`src/rtl/pow8_arb_if.sv`:
```
// rtl/pow8_arb_if.sv - client, pow8-pipeline and result streams around pow8_arb
// slave is the arbiter's view; master is the surrounding clients and pipeline.
interface pow8_arb_if #(
  parameter int NREQ = 4
) ();
  logic [NREQ-1:0]    s_valid;
  logic [NREQ-1:0]    s_ready;
  logic [32*NREQ-1:0] s_data;
  logic               d_valid;
  logic               d_ready;
  logic [31:0]        d_data;
  logic               r_valid;
  logic               r_ready;
  logic [63:0]        r_data;
  logic [NREQ-1:0]    m_valid;
  logic [NREQ-1:0]    m_ready;
  logic [63:0]        m_data;
  logic               err;

  modport slave (
    input  s_valid, s_data, d_ready, r_valid, r_data, m_ready,
    output s_ready, d_valid, d_data, r_ready, m_valid, m_data, err
  );

  modport master (
    output s_valid, s_data, d_ready, r_valid, r_data, m_ready,
    input  s_ready, d_valid, d_data, r_ready, m_valid, m_data, err
  );
endinterface

```
`src/rtl/pow8_arb.sv`:
```
// rtl/pow8_arb.sv - round-robin share of one in-order pow8 pipeline among NREQ clients
// Define POW8_ARB_FIXED_PRIO_EN for lowest-index-wins priority instead of round-robin.
module pow8_arb #(
  parameter int NREQ  = 4,
  parameter int DEPTH = 8
) (
  input  logic      clk,
  input  logic      rst,
  pow8_arb_if.slave bus
);
  localparam int IW = (NREQ > 1) ? $clog2(NREQ) : 1;
  localparam int AW = (DEPTH > 1) ? $clog2(DEPTH) : 1;
  localparam int CW = AW + 1;

`ifndef POW8_ARB_FIXED_PRIO_EN
  logic [IW-1:0] rr_q, rr_d;
`endif
  logic          lock_q, lock_d;
  logic [IW-1:0] lock_id_q, lock_id_d;
  logic [CW-1:0] count_q, count_d;
  logic [AW-1:0] wr_q, wr_d, rd_q, rd_d;
  logic          err_q, err_d;
  logic [IW-1:0] tag_q [DEPTH];

  logic          eligible, any_req, nonempty, issue_hs, ret_hs;
  logic [IW-1:0] grant, head, idx;

  assign eligible = count_q < CW'(DEPTH);
  assign any_req  = |bus.s_valid;
  assign nonempty = count_q != '0;
  assign head     = tag_q[rd_q];
  assign issue_hs = bus.d_valid & bus.d_ready;
  assign ret_hs   = bus.r_valid & bus.r_ready;

  // Search from the highest offset down so the last hit is the first in rotation order.
  always_comb begin
    grant = '0;
    idx   = '0;
`ifdef POW8_ARB_FIXED_PRIO_EN
    for (int i = NREQ - 1; i >= 0; i--) begin
      if (bus.s_valid[i]) grant = IW'(i);
    end
`else
    for (int k = NREQ - 1; k >= 0; k--) begin
      idx = IW'((int'(rr_q) + k) % NREQ);
      if (bus.s_valid[idx]) grant = idx;
    end
`endif
    if (lock_q) grant = lock_id_q;
  end

  always_comb begin
    bus.d_valid = eligible & any_req;
    bus.d_data  = '0;
    bus.s_ready = '0;
    bus.m_valid = '0;
    for (int i = 0; i < NREQ; i++) begin
      if (grant == IW'(i)) begin
        if (bus.d_valid) bus.d_data = bus.s_data[32*i +: 32];
        bus.s_ready[i] = bus.d_valid & bus.d_ready;
      end
      bus.m_valid[i] = bus.r_valid & nonempty & (head == IW'(i));
    end
    bus.r_ready = nonempty & bus.m_ready[head];
    bus.m_data  = bus.r_data;
    bus.err     = err_q;
  end

  always_comb begin
    count_d   = count_q;
    wr_d      = wr_q;
    rd_d      = rd_q;
    lock_d    = lock_q;
    lock_id_d = lock_id_q;
    err_d     = err_q | (bus.r_valid & ~nonempty);
`ifndef POW8_ARB_FIXED_PRIO_EN
    rr_d      = rr_q;
    if (issue_hs) rr_d = (grant == IW'(NREQ - 1)) ? '0 : grant + 1'b1;
`endif
    if (issue_hs) wr_d = wr_q + 1'b1;
    if (ret_hs)   rd_d = rd_q + 1'b1;
    if (issue_hs && !ret_hs)      count_d = count_q + 1'b1;
    else if (!issue_hs && ret_hs) count_d = count_q - 1'b1;
    // A stalled offer pins the grant so d_data cannot switch requesters mid-offer.
    if (issue_hs) begin
      lock_d = 1'b0;
    end else if (bus.d_valid) begin
      lock_d    = 1'b1;
      lock_id_d = grant;
    end
  end

  always_ff @(posedge clk or posedge rst) begin
    if (rst) begin
`ifndef POW8_ARB_FIXED_PRIO_EN
      rr_q      <= '0;
`endif
      lock_q    <= 1'b0;
      lock_id_q <= '0;
      count_q   <= '0;
      wr_q      <= '0;
      rd_q      <= '0;
      err_q     <= 1'b0;
    end else begin
`ifndef POW8_ARB_FIXED_PRIO_EN
      rr_q      <= rr_d;
`endif
      lock_q    <= lock_d;
      lock_id_q <= lock_id_d;
      count_q   <= count_d;
      wr_q      <= wr_d;
      rd_q      <= rd_d;
      err_q     <= err_d;
    end
  end

  always_ff @(posedge clk) begin
    if (issue_hs) tag_q[wr_q] <= grant;
  end
endmodule

```
`src/flat_wrapper.sv`:
```
// flat-port wrapper written by rule: the top's interface ports become plain ports
module pow8_arb_flat 
#(
  parameter int NREQ  = 4,
  parameter int DEPTH = 8
)
  (clk, rst, bus_s_valid, bus_s_data, bus_d_ready, bus_r_valid, bus_r_data, bus_m_ready, bus_s_ready, bus_d_valid, bus_d_data, bus_r_ready, bus_m_valid, bus_m_data, bus_err);
  pow8_arb_if #(.NREQ(NREQ)) bus_i ();
  input  logic clk;
  input  logic rst;
  input wire logic [$bits(bus_i.s_valid)-1:0] bus_s_valid;
  input wire logic [$bits(bus_i.s_data)-1:0] bus_s_data;
  input wire logic [$bits(bus_i.d_ready)-1:0] bus_d_ready;
  input wire logic [$bits(bus_i.r_valid)-1:0] bus_r_valid;
  input wire logic [$bits(bus_i.r_data)-1:0] bus_r_data;
  input wire logic [$bits(bus_i.m_ready)-1:0] bus_m_ready;
  output wire logic [$bits(bus_i.s_ready)-1:0] bus_s_ready;
  output wire logic [$bits(bus_i.d_valid)-1:0] bus_d_valid;
  output wire logic [$bits(bus_i.d_data)-1:0] bus_d_data;
  output wire logic [$bits(bus_i.r_ready)-1:0] bus_r_ready;
  output wire logic [$bits(bus_i.m_valid)-1:0] bus_m_valid;
  output wire logic [$bits(bus_i.m_data)-1:0] bus_m_data;
  output wire logic [$bits(bus_i.err)-1:0] bus_err;
  assign bus_i.s_valid = bus_s_valid;
  assign bus_i.s_data = bus_s_data;
  assign bus_i.d_ready = bus_d_ready;
  assign bus_i.r_valid = bus_r_valid;
  assign bus_i.r_data = bus_r_data;
  assign bus_i.m_ready = bus_m_ready;
  assign bus_s_ready = bus_i.s_ready;
  assign bus_d_valid = bus_i.d_valid;
  assign bus_d_data = bus_i.d_data;
  assign bus_r_ready = bus_i.r_ready;
  assign bus_m_valid = bus_i.m_valid;
  assign bus_m_data = bus_i.m_data;
  assign bus_err = bus_i.err;
  pow8_arb #(.NREQ(NREQ), .DEPTH(DEPTH)) u_core (.clk(clk), .rst(rst), .bus(bus_i));
endmodule
```
`config.mk`:
```
export PLATFORM = sky130hd
export DESIGN_NAME = pow8_arb_flat
export DESIGN_NICKNAME = d
export VERILOG_FILES = /design/src/rtl/pow8_arb_if.sv /design/src/rtl/pow8_arb.sv /design/src/flat_wrapper.sv
export SDC_FILE = /design/constraint.sdc
export NUM_CORES = 1
export LEC_CHECK = 0
export ABC_CLOCK_PERIOD_IN_PS = 3000
export BUFFER_PORTS_ARGS = -buffer_cell sky130_fd_sc_hd__buf_2
export CAP_MARGIN = 30
export CORE_AREA = 2 2 119 121
export DETAILED_ROUTE_END_ITERATION = 10
export DIE_AREA = 0 0 121 123
export SYNTH_ARGS = -nofsm -noshare
export SYNTH_HDL_FRONTEND = slang
export SYNTH_SLANG_ARGS = --single-unit
```
`constraint.sdc`:
```
create_clock -name clk -period 3 [get_ports clk]
set_input_delay 0.15 -clock clk [delete_from_list [all_inputs] [get_ports clk]]
set_output_delay 0.15 -clock clk [all_outputs]
set_load 0.02 [all_outputs]
```
Word-level counts from Yosys, hierarchy flattened:

Memories as Yosys holds them, arrays and structs flattened.
Cells that the tools add are included.

* flip-flop bits (word level): 16
* bits in writable memories: 16
* input port bits: 204
* output and inout port bits: 107
* logic and storage cells: 86
* memories kept: 1

* add/sub/neg operators: 8
* magnitude comparators: 6
* equal/unequal tests: 6
* multiplexer cells: 34
* bitwise gates (word level): 13
* reductions and logical operators: 11

Memories
* u_core.tag_q: words 8, bits a word 2, rd ports 1, clocked after Yosys merged registers in 0, write ports 1, line pow8_arb.sv:23 `logic [IW-1:0] tag_q [DEPTH];`

Operators by type and width (count)
* 32-bit two-way mux: 8
* 2-bit by 3-bit less-than comparator with 1-bit output, second input constant: 5
* 1-bit two-way mux: 13
* 2-bit two-way mux: 6
* 1-bit AND: 10
* 1-bit binary-select mux with 2-bit select: 5
* 2-bit == test, second input constant: 4
* 4-bit two-way mux: 2
* 3-bit by 1-bit adder with 3-bit output, second input constant: 2
* 2-bit by 1-bit adder with 2-bit output, second input constant: 2
* 2-bit adder, second input constant: 2
* 4-bit by 1-bit adder with 4-bit output, second input constant: 1
* 2-bit by 1-bit == test with 1-bit output, second input constant: 2
* 2-bit zero test: 2
* 4-bit less-than comparator, second input constant: 1
* 2-bit nonzero test: 2
* 4-bit nonzero test: 1
* 4-bit OR reduction: 1
* 4-bit by 1-bit subtractor with 4-bit output, second input constant: 1
* 1-bit logical AND: 2
* 1-bit zero test: 2
* 1-bit inverter: 2
* 2-bit AND reduction: 1
* 1-bit OR: 1

Depth between registers and ports, before layout:

Gate-level depths: netlist (run 1).

* depth after elaboration: 16
* gate-level depth with buffers: 14
* depth with buffers taken out: 13

Worst setup path after synthesis (run 1):

No wires, ideal clock.

* kind: register to register
* start: register u_core.rd_q[0]
* end: register u_core.count_q[3]
* library setup time: 125 ps
* arrival time: 3039 ps
* required time: 2875 ps
* slack: -164 ps
* stages on the path, launching flop included: 14
* buffers on the path: 1
* clock period less this slack: 3164 ps
* path through: dfrtp_1 -> buf_6 -> mux2_4 -> mux4_2 -> mux4_2 -> nand2_4 -> ha_1 -> inv_1 -> ha_1 -> a21o_1 -> a21oi_1 -> xnor2_1 -> nor2_1 -> xor2_1

* word-level cells in the longest chain between the ends: 8
* elaborated cells on any way between the ends: 10
* those cells by class: mux (3); bitwise (2); reduce/logical (4); memory (1)

Ends and longest elaborated chain
* start: declaration: line pow8_arb.sv:21 `logic [AW-1:0] wr_q, wr_d, rd_q, rd_d;`
* start signal: assignment: line pow8_arb.sv:112 `rd_q <= rd_d;`
* memory 8 x 2 bit *
* 1-bit binary-select mux with 2-bit select *: line pow8_arb.sv:64 `bus.r_ready = nonempty & bus.m_ready[head];`
* 1-bit two-way mux (not written as such) *: line pow8_arb.sv:64
* 1-bit AND *: line pow8_arb.sv:64
* 1-bit AND *: line pow8_arb.sv:33 `assign ret_hs = bus.r_valid & bus.r_ready;`
* 1-bit zero test: line pow8_arb.sv:82 `if (issue_hs && !ret_hs) count_d = count_q + 1'b1;`
* 1-bit logical AND: line pow8_arb.sv:82
* 4-bit two-way mux / 2-bit nonzero test (equally long branches)
* end signal: assignment: line pow8_arb.sv:110 `count_q <= count_d;`
* end: declaration: line pow8_arb.sv:20 `logic [CW-1:0] count_q, count_d;`

Every way passes the cells marked *; elsewhere a longest branch is shown, timed or not. The select of a mux whose other input is x is not followed.
A chain may end at the register's enable or synchronous reset.

Final worst setup path (run 1):

Same ends and word-level chain as after synthesis.

==> impl_metrics.toml, run 1 <==
[global_route]
globalRoute.totalOverflow = 0
grt_pass1_wl_mm = 17.41
grt_start_max_net_pins = 40
grt.total_usage_pct = 15.25
grt_pass1_vias = 3174
antenna_found_initial = 0

[setup_path]
critPathBufInv = 1
critPathRequiredTime_ns = 3.16
end_kind = "register"
cpPeakStageDelay_ns = 0.51
path_cells = "mux2_4 > mux4_2 > mux4_2 > nand2_4 > ha_4 > inv_4 > ha_4 > a21o_1 > a21oi_2 > xnor2_1 > nor2_1 > xor2_1"
path_class = "register to register"
start_kind = "register"
cpLargestDelayFamily = "multiplexers"
cp_max_fo = 7
crit_slowest_cell = "mux4_2"
cp.arrival_ns = 3.18

[power_and_ir_drop]
p_int_mw = 3.596
seqPwrFrac_pct = 11.9
irDropWorstVdd_mv = 0.4353
net-switching-power_mw = 3.347
clock_power_share_pct = 7.2
pwr-share-comb_pct = 80.9
switching_share_pct = 48.21
power.density_nw_per_um2 = 1425
p_leak_nw = 2.175

[layout]
mostFrequentLayoutCell = "buf_2"
mostFrequentLayoutCells = "buf_2, buf_4, nor2_1"
final_cells = 706
area_growth_pct = 53.97
drive_gt1_share_pct = 58.75
nNetsFinal = 739
fillers = 1380
diodes = 0
fin_area_um2 = 4872

[clock_network]
insertion_delay_ns = 0.28
cts.clk_slew.worst_paths_ns = 0.06
clock_sinks = 32
cts_tree = "done"
htree_levels = 2
cts_buffers = 5
clk_path_buf_depth = 2
clockRootBuffer = "clkbuf_16"

[timing]
relSlewSlack_pct = 54.02
finalCritPeriodShare_pct = 100.7
tightestPinTransition_ns = 0.6889
setup_slack_ns = -0.02118
finalSetupViolCount = 3
post-route-min-period_ns = 3.021
max_clock_freq_mhz = 331.0
finalHoldViolCount = 0
timing.final.max_slew_violations = 0
clock-skew-final_ns = 0.004077
fin_setup_tns_ns = -0.03174
rsz0062_at_grt = "yes"

[yosys]
netlist.area_leader.share_pct = 15.18
synth_warnings = 0
synth-edff-count = 16
ys_top_cells_by_area = "buf_4, edfxtp_1, dfrtp_1, a221oi_1, nor2b_1"
ys_ff_latch = 32
syn_inst = 384
syn_nets = 598
ys_async_sr_fraction_pct = 50.00
syn_area_per_cell_um2 = 8.240
syn_area_um2 = 3164
ys_types = 38
synth-seq-area-share_pct = 27.84
synth_top_flop_cell = "edfxtp_1"
yosysTopAreaCell = "buf_4"

[placement]
dp.cells = 676
io_buffers = 182
hpwl_mm = 9.537
place_congestion = 0.9493
placed_area_um2 = 3919

[run]
drv_cap = 0

[floorplanning]
initial_core_util_pct = 23.25
rows = 43
io_pins = 311
dieArea_um2 = 14880
fp.dieW_um = 121
die_h_um = 123
core_area_um2 = 13610

[routing]
num_vias = 3433
ant_nets = 0
routedWlPerCell_um = 18.85
drt_iter0_markers = 156
vias_per_cell = 4.863
drc = 0
wl_mm = 13.31
first_pass_iters = 4

[run_status]
violations = "setup timing"
status = "finished with violations"

[hold_path]
hold_class = "input port to register"
-- final timing paths --
path                                       startpoint                             to  slack [ns]  cells after the start
setup / recovery           u_core.rd_q[0]$_DFFE_PP0P_  u_core.count_q[3]$_DFFE_PP0P_       -0.02                     12
hold / removal                            bus_r_valid       u_core.bus.err$_DFF_PP0_        0.08                      2
setup reg to reg           u_core.rd_q[0]$_DFFE_PP0P_  u_core.count_q[3]$_DFFE_PP0P_       -0.02                     12
hold reg to reg              u_core.bus.err$_DFF_PP0_       u_core.bus.err$_DFF_PP0_        0.45                      1
max in group asynchronous                         rst     u_core.rr_q[1]$_DFFE_PP0P_        2.00                      3
min in group asynchronous                         rst       u_core.bus.err$_DFF_PP0_        0.52                      3
-- area by class of cell --
type	instances	area, um2	share of cell area [%]
Clock buffer	5	125.1	2.568
Inverter	7	28.78	0.5907
Timing Repair Buffer	226	1430	29.35
Sequential cell	32	883.3	18.13
Clock inverter	3	23.77	0.4879
Multi-Input combinational cell	253	2156	44.25
Tap cell	180	225.2	4.622
-- cell families after synthesis --
family	after synthesis	share of synthesized area, %
and+or+nand+nor	145	23.09
buffers and inverters	99	19.57
AOI/OAI and AO/OA	77	16.37
DFF	32	27.84
muxes	13	6.722
adders and majority gates	10	4.191
xor gates and xnor gates	8	2.214
-- routing by layer --
layer | vias to the layer above | part of all wire (%) | track usage, %
met5 | - | 0 | 0
met4 | 0 | 3.8 | 6.323
met3 | 51 | 9.0 | 5.304
met2 | 167 | 49 | 24.75
met1 | 1627 | 38 | 18.41
li1 | 1588 | - | -
-- through the flow --
stage / hold WS [ns] / util, % / worst slack [ns] / total power [mW]
2_1_floorplan: 0.06374 / - / -0.1403 / 3.595
3_3_place_gp: 0.2720 / 28.79 / -0.1744 / 4.769
3_5_place_dp: 0.2863 / 28.79 / -0.2256 / 4.848
4_1_cts: 0.07755 / 30.65 / -0.03368 / 5.530
5_1_grt: 0.09108 / 35.79 / -0.1688 / 7.418
6_report: 0.08104 / 35.79 / -0.02118 / 6.943
-- repair_timing --
item,4_1_cts,5_1_grt
cloned,0,3
buffers inserted,4,14
pin swaps,8,29
endpoints found under the setup margin,21,35
gates resized for setup,10,107
hold buffers,1,0
hold endpoints to repair,16,0
-- cells in the mapped netlist (3+ instances only) --
| library cell | number |
|---|---|
| nand2_1 | 16 |
| dfrtp_1 | 16 |
| edfxtp_1 | 16 |
| nor2b_1 | 36 |
| nor2_1 | 42 |
| inv_1 | 5 |
| mux2_4 | 4 |
| a221oi_1 | 32 |
| xnor2_1 | 7 |
| clkbuf_1 | 24 |
| ha_1 | 9 |
| buf_4 | 64 |
| nor4_1 | 3 |
| and3_1 | 5 |
| a21oi_1 | 37 |
| nor3_1 | 34 |
| buf_1 | 3 |
| mux2_2 | 3 |
-- state kept, by name, indices dropped and copies added (netlist names) --
signal and count:
u_core.bus.err 1, u_core.count_q 4, u_core.lock_id_q 2, u_core.lock_q 1, u_core.rd_q 3, u_core.rr_q 2
u_core.tag_q 16, u_core.wr_q 3
-- power groups by stage --
stage                     clock (mW)  sequential, mW  combinational (mW)
after CTS                      0.511           0.818                4.20
after floorplan                    0           0.762                2.83
after global placement             0           0.807                3.96
after global routing           0.526           0.850                6.04
after detailed placement           0           0.811                4.04
final                          0.502           0.823                5.62
-- worst register-to-register path, cell delays in order (launching register included) --
cell     delay, ns
dfrtp_2       0.48
mux2_4        0.32
mux4_2        0.51
mux4_2        0.49
nand2_4       0.09
ha_4          0.14
inv_4         0.04
ha_4          0.22
a21o_1        0.16
a21oi_2       0.13
xnor2_1       0.12
nor2_1        0.06
xor2_1        0.13
Power figures use the tool's default switching activity.
==> run 2, diff against run 1 <==
--- a/config.mk
+++ b/config.mk
@@ -7,2 +7,3 @@
 export LEC_CHECK = 0
+export ABC_AREA = 1
 export ABC_CLOCK_PERIOD_IN_PS = 3000
@@ -10,5 +11,5 @@
 export CAP_MARGIN = 30
-export CORE_AREA = 2 2 119 121
+export CORE_AREA = 2 2 120 122
 export DETAILED_ROUTE_END_ITERATION = 10
-export DIE_AREA = 0 0 121 123
+export DIE_AREA = 0 0 122 124
 export SYNTH_ARGS = -nofsm -noshare
--- a/constraint.sdc
+++ b/constraint.sdc
@@ -3,2 +3,2 @@
 set_output_delay 0.15 -clock clk [all_outputs]
-set_load 0.02 [all_outputs]
+set_load 0.1 [all_outputs]
==> run 2 against run 1 <==
Against the previous run:
- the run still ends with setup timing left
- synthesized cell count rose by 35%
- sequential share of layout area shrank 2.7 points
- die area is 1.6% higher
- sequential cell count did not move
- critical path type is now register to primary output
- critical path depth up 5
- hold slack improved by 0.12 ns
- design area increased by 18%
- via count increased by 16%
- core utilization up 5.9 points
- first-iteration DRC count grew 12%
==> impl_metrics.toml, run 2 <==
[layout]
mostFrequentLayoutCell = "buf_2"
reg.largest.list = "u_core.tag_q: 16 flops, u_core.count_q: 4 flops"
final_core_util_pct = 41.73
largest_reg_flops = 16
fin_area_um2 = 5725
area_growth_pct = 66.64
nNetsFinal = 862
top_register = "u_core.tag_q"
drive_gt1_share_pct = 50.85
mostFrequentLayoutCells = "buf_2, nand2_1, nand3_1"

[hold_path]
hold_class = "input port to register"
worstHoldEndpoint = "u_core.rd_q[0]$_DFFE_PP0P_"
holdPathStages = 3
worstHoldStart = "bus_r_valid"

[yosys]
synthMostInstantiatedCell = "nand2_1"
ys_top_cells_by_area = "buf_4, edfxtp_1, dfrtp_1, nand3_1, nand2_1"
synth_warnings = 0
yosysTopAreaCell = "buf_4"
ys_types = 34
syn_nets = 734
synth_top_flop_cell = "edfxtp_1"
netlist.area_leader.share_pct = 14.20
synth-seq-area-share_pct = 25.64
syn_inst = 520
syn_area_per_cell_um2 = 6.607
ys_async_sr_fraction_pct = 50.00
syn_area_um2 = 3436
ys_ff_latch = 32
synth-edff-count = 16
synthTopCellsByCount = "nand2_1, nand3_1, buf_4, o21ai_0"

[timing]
relSlewSlack_pct = 55.02
clock-skew-final_ns = 0.007959
tightestPinTransition_ns = 0.6740
max_clock_freq_mhz = 331.3
rsz0062_at_grt = "yes"
fin_setup_tns_ns = -0.02664
timing.final.max_slew_violations = 0
post-route-min-period_ns = 3.018
finalHoldViolCount = 0
finalSetupViolCount = 2
finalCritPeriodShare_pct = 100.6
setup_slack_ns = -0.01819

[floorplanning]
die_h_um = 124
core_area_um2 = 13720
fp.dieW_um = 122
rows = 43
dieArea_um2 = 15130
io_pins = 311
initial_core_util_pct = 25.04

[setup_path]
end_kind = "primary output"
reg2reg_to = "u_core.count_q[3]$_DFFE_PP0P_"
start_kind = "register"
r2r_cells = 18
cp.arrival_ns = 2.87
path_class = "register to primary output"
cp_max_fo = 6
r2r_slack_ns = 0.26
r2r-start = "u_core.rd_q[0]$_DFFE_PP0P_"
critPathRequiredTime_ns = 2.85

[routing]
vias_per_cell = 4.782
routedWlPerCell_um = 16.58
wl_mm = 13.77
drc = 0
first_pass_iters = 4
drt_iter0_markers = 175
ant_nets = 0
num_vias = 3969

[global_route]
globalRoute.totalOverflow = 0
grt_start_max_net_pins = 35
antenna_found_initial = 1
grt_pass1_wl_mm = 19.93
grt_pass1_vias = 3791
grt.total_usage_pct = 16.90

[run_status]
violations = "setup timing"
status = "finished with violations"

[run]
drv_cap = 0

[clock_network]
htree_levels = 2
clk_path_buf_depth = 2
clock_sinks = 32
clockRootBuffer = "clkbuf_16"
insertion_delay_ns = 0.28
cts_buffers = 5
cts.clk_slew.worst_paths_ns = 0.05
cts_tree = "done"

[placement]
io_buffers = 182
hpwl_mm = 9.856
place_congestion = 0.7967
placed_area_um2 = 5059
run 2: changes by cell type after synthesis, moves of 30 or more:
cell	delta
o21ai_0	+38
nand3_1	+79
nor2b_1	-36
nand2_1	+89
o21ai_1	+34
nor3_1	-30
a221oi_1	-32
run 2: final cells by class:
cell class / instances / area, um2
clock buffers: 6 / 128.9
diodes: 1 / 2.502
flip-flops and latches: 32 / 883.3
fillers: 1391 / 7994
repair buffers: 216 / 1932
well taps: 180 / 225.2
clock inverters: 2 / 11.26
multi-input cells: 357 / 2400
inverters: 36 / 142.6
run 2: stage by stage:
step | instances | hold slack [ns] | setup WS (ns)
5_1_grt | 830 | 0.2073 | -0.09858
6_report | 830 | 0.2001 | -0.01819
2_1_floorplan | 520 | 0.06374 | -0.2306
3_3_place_gp | 800 | 0.2868 | 0.08734
3_5_place_dp | 800 | 0.2865 | 0.09815
4_1_cts | 824 | 0.1930 | -0.009799
run 2: metal layers:
metal	GRT usage, %	share of wire (%)
met5	0	0
met4	3.305	1.7
met3	6.181	9.1
met2	29.36	51
met1	20.14	38
run 2: repair_timing:
action,in CTS,in global routing
gates cloned,5,3
hold endpoints to repair,14,0
setup buffers,10,6
endpoints found under the setup margin,32,33
hold buffers,1,0
gates resized for setup,48,62
pin swaps,23,22
run 2: kinds of logic after synthesis:
| kind of cell | count (synthesis) | synth area share (%) |
|---|---|---|
| compound gates | 113 | 17.12 |
| xor+xnor | 5 | 1.275 |
| fa+ha+maj | 10 | 3.860 |
| buf+inv | 131 | 21.63 |
| flops | 32 | 25.64 |
| simple gates | 229 | 30.48 |
run 2: worst max-delay path, cell delays in order, from the launching register on:
cell and delay, ns:
dfrtp_2 0.44, buf_6 0.15, nand2_4 0.07, o21ai_4 0.06
or2_4 0.24, nand2_2 0.06, inv_2 0.04, nand3_2 0.07
nand3_2 0.06, nand2_2 0.08, inv_2 0.06, buf_6 0.12
ha_4 0.15, or2_4 0.31, buf_12 0.15, buf_12 0.14
o21ai_4 0.17, buf_12 0.20
run 2: worst max-delay path by stage:
stage	from	slack (ns)	end	cells past startpoint
after floorplan	u_core.rr_q[1]$_DFFE_PP0P_	-0.23	bus_d_data[0]	16
after global placement	u_core.rr_q[0]$_DFFE_PP0P_	0.09	bus_d_data[24]	16
after detailed placement	u_core.rr_q[0]$_DFFE_PP0P_	0.1	bus_d_data[3]	16
after CTS	u_core.rr_q[0]$_DFFE_PP0P_	-0.01	bus_d_data[5]	17
after global routing	u_core.rr_q[0]$_DFFE_PP0P_	-0.1	bus_d_data[10]	17
final	u_core.rr_q[0]$_DFFE_PP0P_	-0.02	bus_d_data[5]	17
Power of run 2 is not shown: default switching activity piles up to over one toggle a cycle in this logic, so the estimate is an artifact.
==> run 3, diff against run 2 <==
Settings changed: GPL_TIMING_DRIVEN set to 0, PLACE_DENSITY set to 0.58, SETUP_SLACK_MARGIN set to 0.15.
==> run 3 against run 2 <==
Against the previous run:
- register-to-register slack improved by 0.10 ns
- clock skew is essentially flat
- maximum frequency is 2.3% higher
- largest cell class is now buffers
- worst setup slack improved by 0.068 ns
- the flow now finishes without violations
==> impl_metrics.toml, run 3 (synthesized netlist as in run 2, its figures left out) <==
[run_status]
status = "finished clean"

[global_route]
grt.total_usage_pct = 18.23
globalRoute.totalOverflow = 0
antenna_found_initial = 0
grt_start_max_net_pins = 17
grt_pass1_wl_mm = 21.67
grt_pass1_vias = 4334

[timing]
finalSetupViolCount = 0
rsz0062_at_grt = "yes"
post-route-min-period_ns = 2.951
relSlewSlack_pct = 55.07
tightestPinTransition_ns = 0.6739
max_clock_freq_mhz = 338.9
timing.hold.ws_ns = 0.1853
finalHoldViolCount = 0
clock-skew-final_ns = 0.007774
timing.final.max_slew_violations = 0
finalCritPeriodShare_pct = 98.35

[clock_network]
clockRootBuffer = "clkbuf_16"
htree_levels = 2
clk_path_buf_depth = 2
cts_buffers = 5
cts.clk_slew.worst_paths_ns = 0.05
cts_tree = "done"
clock_sinks = 32
insertion_delay_ns = 0.28

[layout]
reg.largest.list = "u_core.tag_q: 16 flops, u_core.count_q: 4 flops"
top_register = "u_core.tag_q"
fin_area_um2 = 6815
diodes = 0
drive_gt1_share_pct = 62.70
area_growth_pct = 98.36
fillers = 1297
largest_reg_flops = 16
nNetsFinal = 1012
mostFrequentLayoutCell = "buf_2"
final_cells = 979
mostFrequentLayoutCells = "buf_2, nand2_1, buf_4"

[setup_path]
end_kind = "primary output"
critPathMostFrequentCell = "buf_12"
start_kind = "register"
cp_max_fo = 5
path_cells = "buf_6 > nand2_4 > o21ai_4 > or2_1 > nand2_1 > inv_2 > nand3_2 > nand3_2 > nand2_4 > inv_4 > ha_4 > buf_8 > or2_4 > buf_12 > buf_12 > o21ai_4 > buf_12"
crit_slowest_cell = "dfrtp_1"
cp.arrival_ns = 2.80
path_class = "register to primary output"
cpPeakStageDelay_ns = 0.39
critPathRequiredTime_ns = 2.85
r2r_slack_ns = 0.36

[floorplanning]
dieArea_um2 = 15130
io_pins = 311
rows = 43
fp.dieW_um = 122
core_area_um2 = 13720
die_h_um = 124
initial_core_util_pct = 25.04

[routing]
highest_layer = "met4"
drt_iter0_markers = 129
met2_wirelength_mm = 7.525
ant_nets = 0
drc = 0
first_pass_iters = 4
m1WireLength_mm = 5.670
vias_per_cell = 4.554
num_vias = 4458
wl_met3_um = 944
wl_mm = 14.43
routedWlPerCell_um = 14.74

[run]
drv_cap = 0

[placement]
dp.cells = 946
hpwl_mm = 11.20
place_congestion = 0.8272
placed_area_um2 = 5316
io_buffers = 246

[hold_path]
hold_class = "input port to register"
## run 3: what timing repair did
action	CTS	global route
hold endpoints to repair	16	0
pin swaps	46	29
hold buffers	1	0
cloned	7	0
setup buffers	12	5
gates resized for setup	268	60
setup endpoints to repair	37	37
## run 3: critical path, delay by kind of cell, from the launching register on
family                   cells  cell delay (ns)
AND/OR/NAND/NOR              7             0.89
buffers and inverters        7             0.84
flip-flops                   1             0.39
AO/OA/AOI/OAI                2             0.23
adder cells (fa/ha/maj)      1             0.16
## run 3: path summary, 6_finish.rpt
kind                                       startpoint                              end  cells after the start
setup / recovery           u_core.rr_q[0]$_DFFE_PP0P_                    bus_d_data[7]                     17
hold / removal                            bus_d_ready  u_core.lock_id_q[0]$_DFFE_PP0P_                      4
setup reg to reg           u_core.rd_q[0]$_DFFE_PP0P_    u_core.count_q[3]$_DFFE_PP0P_                     20
hold reg to reg              u_core.bus.err$_DFF_PP0_         u_core.bus.err$_DFF_PP0_                      1
max in group asynchronous                         rst    u_core.count_q[0]$_DFFE_PP0P_                      3
min in group asynchronous                         rst       u_core.rd_q[0]$_DFFE_PP0P_                      3
## run 3: stage by stage
stage / util [%] / worst slack (ns) / setup TNS (ns)
final: 49.68 / 0.04944 / 0
after global placement: 38.75 / -0.5031 / -13.09
after global routing: 49.68 / -0.07844 / -1.631
after detailed placement: 38.75 / -0.4723 / -12.99
after CTS: 48.03 / 0.01849 / 0
after floorplan: - / -0.1198 / -0.3078
## run 3: layout make-up
type / instances / area [um2] / share of cell area, %
buffer: 95 / 847.1 / 12.43
clock buffer: 5 / 125.1 / 1.836
clock inverter: 3 / 18.77 / 0.2754
inverter: 36 / 155.1 / 2.276
multi-input combinational: 357 / 2530 / 37.12
sequential: 32 / 880.8 / 12.92
tap: 180 / 225.2 / 3.305
timing repair buffer: 271 / 2033 / 29.83
## run 3: layer usage
metal	vias to the layer above	track usage [%]
li1	2235	-
met1	2026	21.77
met2	175	32.58
met3	22	4.029
met4	0	5.675
met5	-	0
Power of run 3 is left out for the same reason.
